--- config.mk ---
export PLATFORM = sky130hd
export DESIGN_NAME = odd_parity_checker_fsm
export DESIGN_NICKNAME = d
export VERILOG_FILES = /design/src/rtl/odd_parity_checker_fsm.sv
export SDC_FILE = /design/constraint.sdc
export NUM_CORES = 1
export LEC_CHECK = 0
export CAP_MARGIN = 10
export CORE_UTILIZATION = 50
export CTS_CLUSTER_SIZE = 30
export DETAILED_ROUTE_END_ITERATION = 7
export GPL_TIMING_DRIVEN = 0
export PLACE_DENSITY = 0.82
export SYNTH_ARGS = -nofsm -noshare
export SYNTH_HDL_FRONTEND = slang
export SYNTH_SLANG_ARGS = --single-unit
--- constraint.sdc ---
create_clock -name clk -period 1.9 [get_ports clk]
set_clock_uncertainty 0.05 [all_clocks]
set_input_delay 0.285 -clock clk [delete_from_list [all_inputs] [get_ports clk]]
set_output_delay 0.285 -clock clk [all_outputs]
set_load 0.03 [all_outputs]
--- src/rtl/odd_parity_checker_fsm.sv ---
// Serial odd-parity frame receiver: DATA_W data bits LSB first, then one parity bit.
// Define ODD_PARITY_ERR_CNT_EN to build the saturating parity-error frame counter.
module odd_parity_checker_fsm #(
   parameter int DATA_W = 8
) (
   input  logic              clk,
   input  logic              rst,
   input  logic              load,
   input  logic              valid,
   input  logic              din,
   output logic [DATA_W-1:0] data_out,
   output logic              frame_done,
   output logic              parity_err,
   output logic              busy,
   output logic [7:0]        err_cnt
);

   localparam int CNT_W = $clog2(DATA_W);

   typedef enum logic [1:0] {
      IDLE   = 2'd0,
      DATA   = 2'd1,
      PARITY = 2'd2
   } state_t;

   state_t             state_reg, state_next;
   logic [CNT_W-1:0]   cnt_reg, cnt_next;
   logic [DATA_W-1:0]  shift_reg, shift_next;
   logic [DATA_W-1:0]  data_reg, data_next;
   logic               par_reg, par_next;
   logic               done_reg, done_next;
   logic               perr_reg, perr_next;
   logic               accept;

   // A data bit is taken only in DATA; load overrides any bit offered alongside it.
   assign accept = (state_reg == DATA) && valid && !load;

   // Each shift-register bit loads din only when the counter points at it.
   genvar gi;
   generate
      for (gi = 0; gi < DATA_W; gi++) begin : g_shift
         assign shift_next[gi] = load ? 1'b0 :
                                 (accept && (cnt_reg == CNT_W'(gi))) ? din :
                                 shift_reg[gi];
      end
   endgenerate

   always_ff @(posedge clk or negedge rst) begin
      if (!rst) begin
         state_reg <= IDLE;
         cnt_reg   <= '0;
         shift_reg <= '0;
         data_reg  <= '0;
         par_reg   <= 1'b0;
         done_reg  <= 1'b0;
         perr_reg  <= 1'b0;
      end else begin
         state_reg <= state_next;
         cnt_reg   <= cnt_next;
         shift_reg <= shift_next;
         data_reg  <= data_next;
         par_reg   <= par_next;
         done_reg  <= done_next;
         perr_reg  <= perr_next;
      end
   end

   always_comb begin
      state_next = state_reg;
      cnt_next   = cnt_reg;
      par_next   = par_reg;
      data_next  = data_reg;
      perr_next  = perr_reg;
      done_next  = 1'b0;
      if (load) begin
         state_next = DATA;
         cnt_next   = '0;
         par_next   = 1'b0;
      end else begin
         case (state_reg)
            IDLE: begin
               state_next = IDLE;
            end
            DATA: begin
               if (valid) begin
                  par_next = par_reg ^ din;
                  if (cnt_reg == CNT_W'(DATA_W - 1)) begin
                     cnt_next   = '0;
                     state_next = PARITY;
                  end else begin
                     cnt_next = cnt_reg + CNT_W'(1);
                  end
               end
            end
            PARITY: begin
               if (valid) begin
                  data_next  = shift_reg;
                  // Even total ones count over data plus parity is an error.
                  perr_next  = ~(par_reg ^ din);
                  done_next  = 1'b1;
                  state_next = IDLE;
               end
            end
            default: begin
               state_next = IDLE;
            end
         endcase
      end
   end

   assign data_out   = data_reg;
   assign frame_done = done_reg;
   assign parity_err = perr_reg;
   assign busy       = (state_reg != IDLE);

`ifdef ODD_PARITY_ERR_CNT_EN
   logic [7:0] err_cnt_reg;

   always_ff @(posedge clk or negedge rst) begin
      if (!rst) begin
         err_cnt_reg <= 8'h00;
      end else if (done_next && perr_next && (err_cnt_reg != 8'hFF)) begin
         err_cnt_reg <= err_cnt_reg + 8'h01;
      end
   end

   assign err_cnt = err_cnt_reg;
`else
   assign err_cnt = 8'h00;
`endif

endmodule
* Word level (Yosys, flattened, before mapping)
Cells that the tools add are included.
** Word-level totals
- Register bits :: 24
- Latch bits :: 0
- RAM bits :: 0
- Bits in read-only memories :: 0
- Input bits :: 5
- Output and inout bits :: 19
- Memories kept :: 0
** Cells by class
- Add/subtract/negate cells :: 1
- $mul :: 0
- Divide/modulo/power cells :: 0
- $lt $le $gt $ge :: 0
- Equality and inequality tests :: 12
- Shifts and indexed selects :: 0
- Muxes and demuxes :: 31
- Bitwise operators :: 3
- Reductions and logical operators :: 26
** Operators by type and width (number)
- $mux 1 :: 22
- $reduce_bool 2->1 :: 11
- $eq 3x3->1 const B :: 4
- $mux 3 :: 4
- $logic_and 1x1->1 :: 10
- $mux 2 :: 4
- $eq 3x2->1 const B :: 2
- $ne 3x3->1 const B :: 2
- $reduce_and 3->1 :: 2
- $pmux 2 s2 :: 1
- $add 3x1->3 const B :: 1
- $eq 3x1->1 const B :: 1
- $logic_not 3->1 :: 1
- $ne 3x2->1 const B :: 1
- $eq 2x1->1 const B :: 1
- $eq 2x2->1 const B :: 1
- $not 1->1 :: 2
- $reduce_and 2->1 :: 1
- $logic_not 1->1 :: 1
- $xor 1x1->1 :: 1

* Logic depth before layout (Yosys ltp)
- Word-level depth :: 6
- Depth in mapped cells :: 5

* Worst setup path after synthesis
No wires, ideal clock.
- Path type :: register -> register
- Start point :: reg cnt_reg[0]
- End point :: reg cnt_reg[0]
- Setup time :: 0.078 ns
- Data arrival time :: 1.281 ns
- Required time :: 1.772 ns
- Path slack :: 0.491 ns
- Cell stages (with the launch flop) :: 5
- Path buffers :: 0
- Cells stage by stage :: dfrtp_1 > ha_1 > ha_1 > or3_1 > a21oi_1
** Between the ends
- Word-level cells in the longest chain between the ends :: 5
** RTL lines
- start: declaration :: RTL line 27 : logic [CNT_W-1:0] cnt_reg, cnt_next;
- start signal: assignment :: RTL line 59 : cnt_reg <= cnt_next;
- $add 3x1->3 or $eq 3x3->1 (tied branches) :: RTL line 91, 87
- $mux 3 (*) :: RTL line 87 : if (cnt_reg == CNT_W'(DATA_W - 1)) begin
- $mux 3 (*) :: RTL line 85 : if (valid) begin
- $mux 3 (*) :: RTL line 80 : case (state_reg)
- $mux 3 (*) :: RTL line 75 : if (load) begin
Every way passes the cells marked *; elsewhere a longest branch is shown, timed or not. The select of a mux whose other input is x is not followed.
A chain may end at the register's enable or synchronous reset.

* Worst setup path after layout
- Start point :: reg state_reg[0]
- End point :: out busy
** Between the ends
- Word-level cells in the longest chain between the ends :: 1
** RTL lines
- start: declaration :: RTL line 26 : state_t state_reg, state_next;
- start signal: assignment :: RTL line 58 : state_reg <= state_next;
- $reduce_bool 2->1 :: RTL line 114 : assign busy = (state_reg != IDLE);
- end: declaration :: RTL line 14 : output logic busy,
Every way passes these cells.

==> results.sh <==
export IMPL_clock_power_share=0.289
export IMPL_synth_edf_count=0
export IMPL_area_growth_pct=20.02
export IMPL_grt_ovfl_total=0
export IMPL_drtIter0Drc=8
export IMPL_min_period_ns=1.799
export IMPL_die_w_um=51.62
export IMPL_path_class="flip-flop to primary output"
export IMPL_synth_seq_cells=24
export IMPL_p_seq_frac=0.585
export IMPL_synth_ff_type="dfrtp_1"
export IMPL_status="finished, final reports clean"
export IMPL_cts_tree="done"
export IMPL_drv_cap=0
export IMPL_die_height_um=51.62
export IMPL_synth_area_per_cell_um2=11.95
export IMPL_max_vdd_ir_drop_mv=0.4249
export IMPL_synthArstFlopShare=1.000
export IMPL_drv_slew=0
export IMPL_place_inst=153
export IMPL_fp_row_count=17
export IMPL_powerDensity_nw_per_um2=614.8
export IMPL_syn_inst=103
export IMPL_wl_per_cell_um=12.86
export IMPL_ant_nets=0
export IMPL_crit_fanout=8
export IMPL_htreeDepth=1
export IMPL_fin_crit_sh=0.9466
export IMPL_grtUsageTotal=0.1726
export IMPL_start_util=0.5410
export IMPL_slew_headroom=0.3162
export IMPL_p_leak_nw=0.7143
export IMPL_clk_pin_slew_ns=0.13
export IMPL_coreArea_um2=2276
export IMPL_tightestPinTransition_ns=1.023
export IMPL_instances_no_fill=157
export IMPL_final_nets=141
export IMPL_whs_ns=0.4598
export IMPL_grt_pass1_vias=724
export IMPL_drive_gt1_frac=0.2171
export IMPL_p_int_w=0.0006841
export IMPL_place_hpwl_um=1500
export IMPL_drt_vias_per_instance=5.089
export IMPL_syn_area_um2=1231
export IMPL_hold_class="input port to asynchronous set/reset pin"
export IMPL_grt_max_degree=25
export IMPL_gp_congestion=0.7461
export IMPL_cts_buffers=3
export IMPL_setup_viol=0
export IMPL_dr_total_vias=799
export IMPL_grt_setup_unrepaired="no"
export IMPL_cp_end_kind="primary output"
export IMPL_root_buffer="clkbuf_4"
export IMPL_drtPass1Iterations=6
export IMPL_startpoint_type="flip-flop"
export IMPL_synth_cell_types=27
export IMPL_die_area_um2=2665
export IMPL_cp_arrival_ns=1.46
export IMPL_p_comb_frac=0.125
export IMPL_fmax_ghz=0.5560
export IMPL_swShare=0.2469
export IMPL_antenna_found_initial=0
export IMPL_yosysWarningCount=0
export IMPL_pin_count=24
export IMPL_cts_sinks=24
export IMPL_drc=0
export IMPL_cp_required_ns=1.56
export IMPL_cts_buffer_depth=2
export IMPL_grt_pass1_wl_um=3215
export IMPL_wirelength_um=2019
export IMPL_ys_seq_area_frac=0.4878
export IMPL_p_switching_w=0.0002243
export IMPL_io_buffer_count=15
export IMPL_clock_latency_ns=0.31
export IMPL_nFillCells=179
export IMPL_antenna_cells=0
export IMPL_hold_viol=0
-- power by group through the flow --
| stage | clock network (W) | logic, W | registers [W] |
|---|---|---|---|
| floorplan | 0 | 0.0000776 | 0.000541 |
| global placement | 0 | 0.000110 | 0.000541 |
| detailed placement | 0 | 0.000113 | 0.000542 |
| CTS | 0.000269 | 0.000114 | 0.000532 |
| global route | 0.000285 | 0.000125 | 0.000533 |
| finish | 0.000263 | 0.000114 | 0.000532 |
-- layer usage --
layer  global-route usage  wire length [um]  up-vias
li1                     -                 -      386
met1               0.2034               865      390
met2               0.2706              1005       17
met3              0.03801                67        6
met4               0.1351                80        0
met5                    0                 0        -
-- per-stage QoR --
step	total power (W)	worst slack (ns)	cell area (um^2)	setup TNS (ns)	util
5_1_grt	0.0009439	0.05698	1478	0	0.6493
6_report	0.0009084	0.1014	1478	0	0.6493
2_1_floorplan	0.0006188	0.4912	1257	0	-
4_1_cts	0.0009146	0.1019	1478	0	0.6493
3_5_place_dp	0.0006544	-0.01347	1443	-0.08498	0.6339
3_3_place_gp	0.0006511	0.03893	1443	0	0.6339
-- cell type report --
cell class,instances,area [um^2],area share
Buffer,11,82.58,0.05588
Sequential cell,24,600.6,0.4064
Clock buffer,4,36.28,0.02456
Inverter,6,22.52,0.01524
Multi-Input combinational cell,69,551.8,0.3734
Timing Repair Buffer,15,148.9,0.1008
Tap cell,28,35.03,0.02371
-- worst max-delay path, stage by stage, from the launching register on --
cell and delay (ns):
dfrtp_1 0.48, or2_2 0.31, dlygate4sd2_1 0.35
-- synth_stat cells, types with 2 or more instances --
library cell,n,area [um^2]
dfrtp_1,24,600.6
buf_4,9,67.56
mux2_4,9,135.1
nand2b_1,7,43.79
ha_1,6,75.07
mux2i_1,6,60.06
nand2_1,6,22.52
a21oi_1,5,25.02
inv_1,5,18.77
nand3_1,4,20.02
o21ai_0,3,15.01
or3_1,3,18.77
nand3b_1,2,15.01
-- repair_timing --
action / CTS / global route
resized for setup: 1 / 0
hold buffers: 0 / 0
endpoints found under the setup margin: 1 / 0
buffers inserted: 0 / 0
-- cell families (layout without fill, tap and decap cells) --
logic type | count (synthesis) | in the layout | synth area share
other cells | 1 | 8 | 0.003046
fa+ha+maj | 6 | 6 | 0.06097
simple gates | 29 | 29 | 0.1514
compound gates | 10 | 10 | 0.04573
flops | 24 | 24 | 0.4878
mux | 15 | 15 | 0.1585
xor+xnor | 1 | 1 | 0.007115
buf+inv | 17 | 36 | 0.08536
-- layout by cell type, fill, tap and decap left out, drive strengths merged --
cell	instances
buf	10
a211oi	1
clkdlybuf4s50	14
inv	6
clkbuf	5
mux2	9
nor4b	1
conb	8
nand4b	1
or2	1
dlygate4sd2	1
xnor2	1
and3b	1
nand2b	7
nor2	1
o21ai	3
or3	3
dfrtp	24
ha	6
mux2i	6
a31o	1
nand2	6
a21oi	5
and4bb	1
nand3b	3
nand3	4
-- worst paths after layout --
check                             start            to  slack [ns]  cells after the start
setup / recovery           state_reg[0]          busy        0.10                      2
hold / removal                      rst    parity_err        0.46                      1
setup reg to reg             cnt_reg[0]    cnt_reg[0]        0.37                      4
hold reg to reg             data_out[6]   data_out[6]        0.47                      1
max in group asynchronous           rst  shift_reg[0]        0.71                      1
min in group clk            data_out[6]   data_out[6]        0.47                      1
Power figures use the tool's default switching activity.
==> edit, RTL diff (config.mk and constraints unchanged) <==
Encoding of `state_t`: now one-hot (3 bits for 3 states).
--- a/src/rtl/odd_parity_checker_fsm.sv
+++ b/src/rtl/odd_parity_checker_fsm.sv
@@ -19,6 +19,6 @@
 
-   typedef enum logic [1:0] {
-      IDLE   = 2'd0,
-      DATA   = 2'd1,
-      PARITY = 2'd2
+   typedef enum logic [2:0] {
+      IDLE   = 3'b001,
+      DATA   = 3'b010,
+      PARITY = 3'b100
    } state_t;
Behaviour: no difference found for any inputs over 10 cycles, from zero or initial values and one cycle with rst low; not proved beyond that.
==> edit against the original RTL <==
Design area increased by 1.3%; routed wire length shrank 0.54%; area after synthesis rose by 2.4%; via count up 9.4%; synthesized cell count is 9.7% higher; combinational power increased by 38%; maximum frequency grew 0.27%; count of clock-buffer cells in the layout fell by 1; sequential cell count grew 1; worst setup slack improved by 0.0048 ns; total power rose by 6.3%; critical path type is now register to register; largest cell class unchanged; highest routed layer unchanged.
==> edit: results (changes against the original RTL) <==
----------------------------------------------------
[Worst setup path]
  Destination of the worst register-to-register timing path ... shift_reg[0]$_DFFE_PN0P_
  Cell type of the slowest stage on the worst timing path ... or4b_4
  Minimum setup slack among reg-to-reg paths ... 0.11 ns (-0.26 ns)
  Top Family by Delay on Critical Path ... simple AND/OR/NAND/NOR gates
  Delay contributed by the slowest stage of the critical path ... 0.52 ns (+0.04 ns)
  Maximum fanout count along the critical path ... 10 (+2)
  Arrival time reported for the critical path endpoint ... 2.01 ns (+0.55 ns)
  Destination of the critical timing path ... shift_reg[0]$_DFFE_PN0P_
  Reg2Reg Launch Point ... state_reg[2]$_DFFE_PN0P_
  Crit Path Category ... register to register

[Layout]
  Layout fillers ... 190 (+6.1%)
  Sequential Area ... 627 µm² (+4.4%)
  Share of final-layout standard cells stronger than drive strength 1 ... 22.3% (+0.60 points)
  Number of nets in the finished design ... 151 (+7.1%)

[Synth]
  Post-synth top cells ... dfrtp_1 (24), nand2_1 (11), mux2_2 (9), buf_4 (8), nor2_1 (7)
  Distinct cell type count after synthesis ... 34 (+26%)
  Sequential element share of the synthesized area ... 49.7% (+0.92 points)
  Count of mapped cells out of synthesis ... 113 (+9.7%)
  Synth area leaders ... dfrtp_1 (48%), mux2_2 (8.0%), ha_1 (6.0%)

[Power and ir drop]
  Peak supply drop ... 437 µV (+2.9%)
  Leakage Power ... 0.731 nW (+2.4%)

[Status]
  Result of the run ... completed

[Global route]
  Maximum number of pins on one net before global-route repair ... 26 (+4.0%)
  Grt met2 use ... 26.9% (-0.13 points)
  GR Util met3 ... 2.61% (-1.2 points)
  Met1 Use GR ... 23.7% (+3.4 points)
  First-pass GRT wire length ... 3470 µm (+7.9%)
  Via count of the first global-routing pass ... 781 (+7.9%)

[Routing]
  Met3 WL ... 56 µm (-16%)
  Met1 layer wirelength in the final routing ... 946 µm (+9.4%)
  Routed vias ... 874 (+9.4%)
  Highest layer used for signal routing ... met4
  Post-detailed-routing wire length ... 2010 µm (-0.54%)
  Total length of routed met2 wires ... 969 µm (-3.6%)
  Routed wire length per instance ... 12.0 µm (-6.5%)
  Iteration count of the initial detailed-routing pass ... 4 (-2)

[STA]
  Max transition margin ... 29.9% (-1.7 points)
  Final hold slack ... 0.287 ns (-0.173 ns)
  Maximum clock frequency ... 557 MHz (+0.27%)

[Place]
  Worst setup slack before clock tree synthesis ... -0.416 ns (-0.402 ns)
  Count of placed standard cells including taps ... 162 (+5.9%)
  Final weighted congestion of routability-driven global placement ... 0.817 (+9.6%)
  Post-DP HPWL ... 1490 µm (-0.40%)
  Placed instance area ... 0.00146 mm² (+1.4%)
  Number of buffers added on ports ... 14 (-1)

[Worst hold path]
  Hold Crit Class ... input port to register

[Clocking]
  Skew-Pair Late Insertion Delay ... 0.32 ns
  Post-CTS Setup Repair Bufs ... 1 (+1)

----------------------------------------------------
[edit: cell count changes in the layout (fill, tap and decap cells not counted), sizes merged, moves of 2 or more]
cell	before	now
nor2	1	7
mux2i	6	4
nand3	4	0
or4	0	2
nand2b	7	3
o311ai	0	3
nand2	6	11
[edit: cells by family after synthesis]
family | synth area share (%)
simple gates | 15.9
flops | 49.7
buf+inv | 8.04
compound gates | 8.24
mux | 11.2
fa+ha+maj | 5.95
other cells | 0.297
xor+xnor | 0.695
[edit: power breakdown]
part,internal [mW],leakage (nW),switching (mW)
registers,0.552,0.338,0.0234
logic,0.0659,0.375,0.0915
clock network,0.0789,0.0177,0.155
total,0.696,0.731,0.270
[edit: layout make-up]
class / count / area share, %
sequential: 25 / 41.9
multi-input combinational: 78 / 37.4
timing repair buffer: 15 / 9.78
buffer: 12 / 5.52
tap: 28 / 2.34
clock buffer: 3 / 1.51
inverter: 5 / 1.25
clock inverter: 1 / 0.334
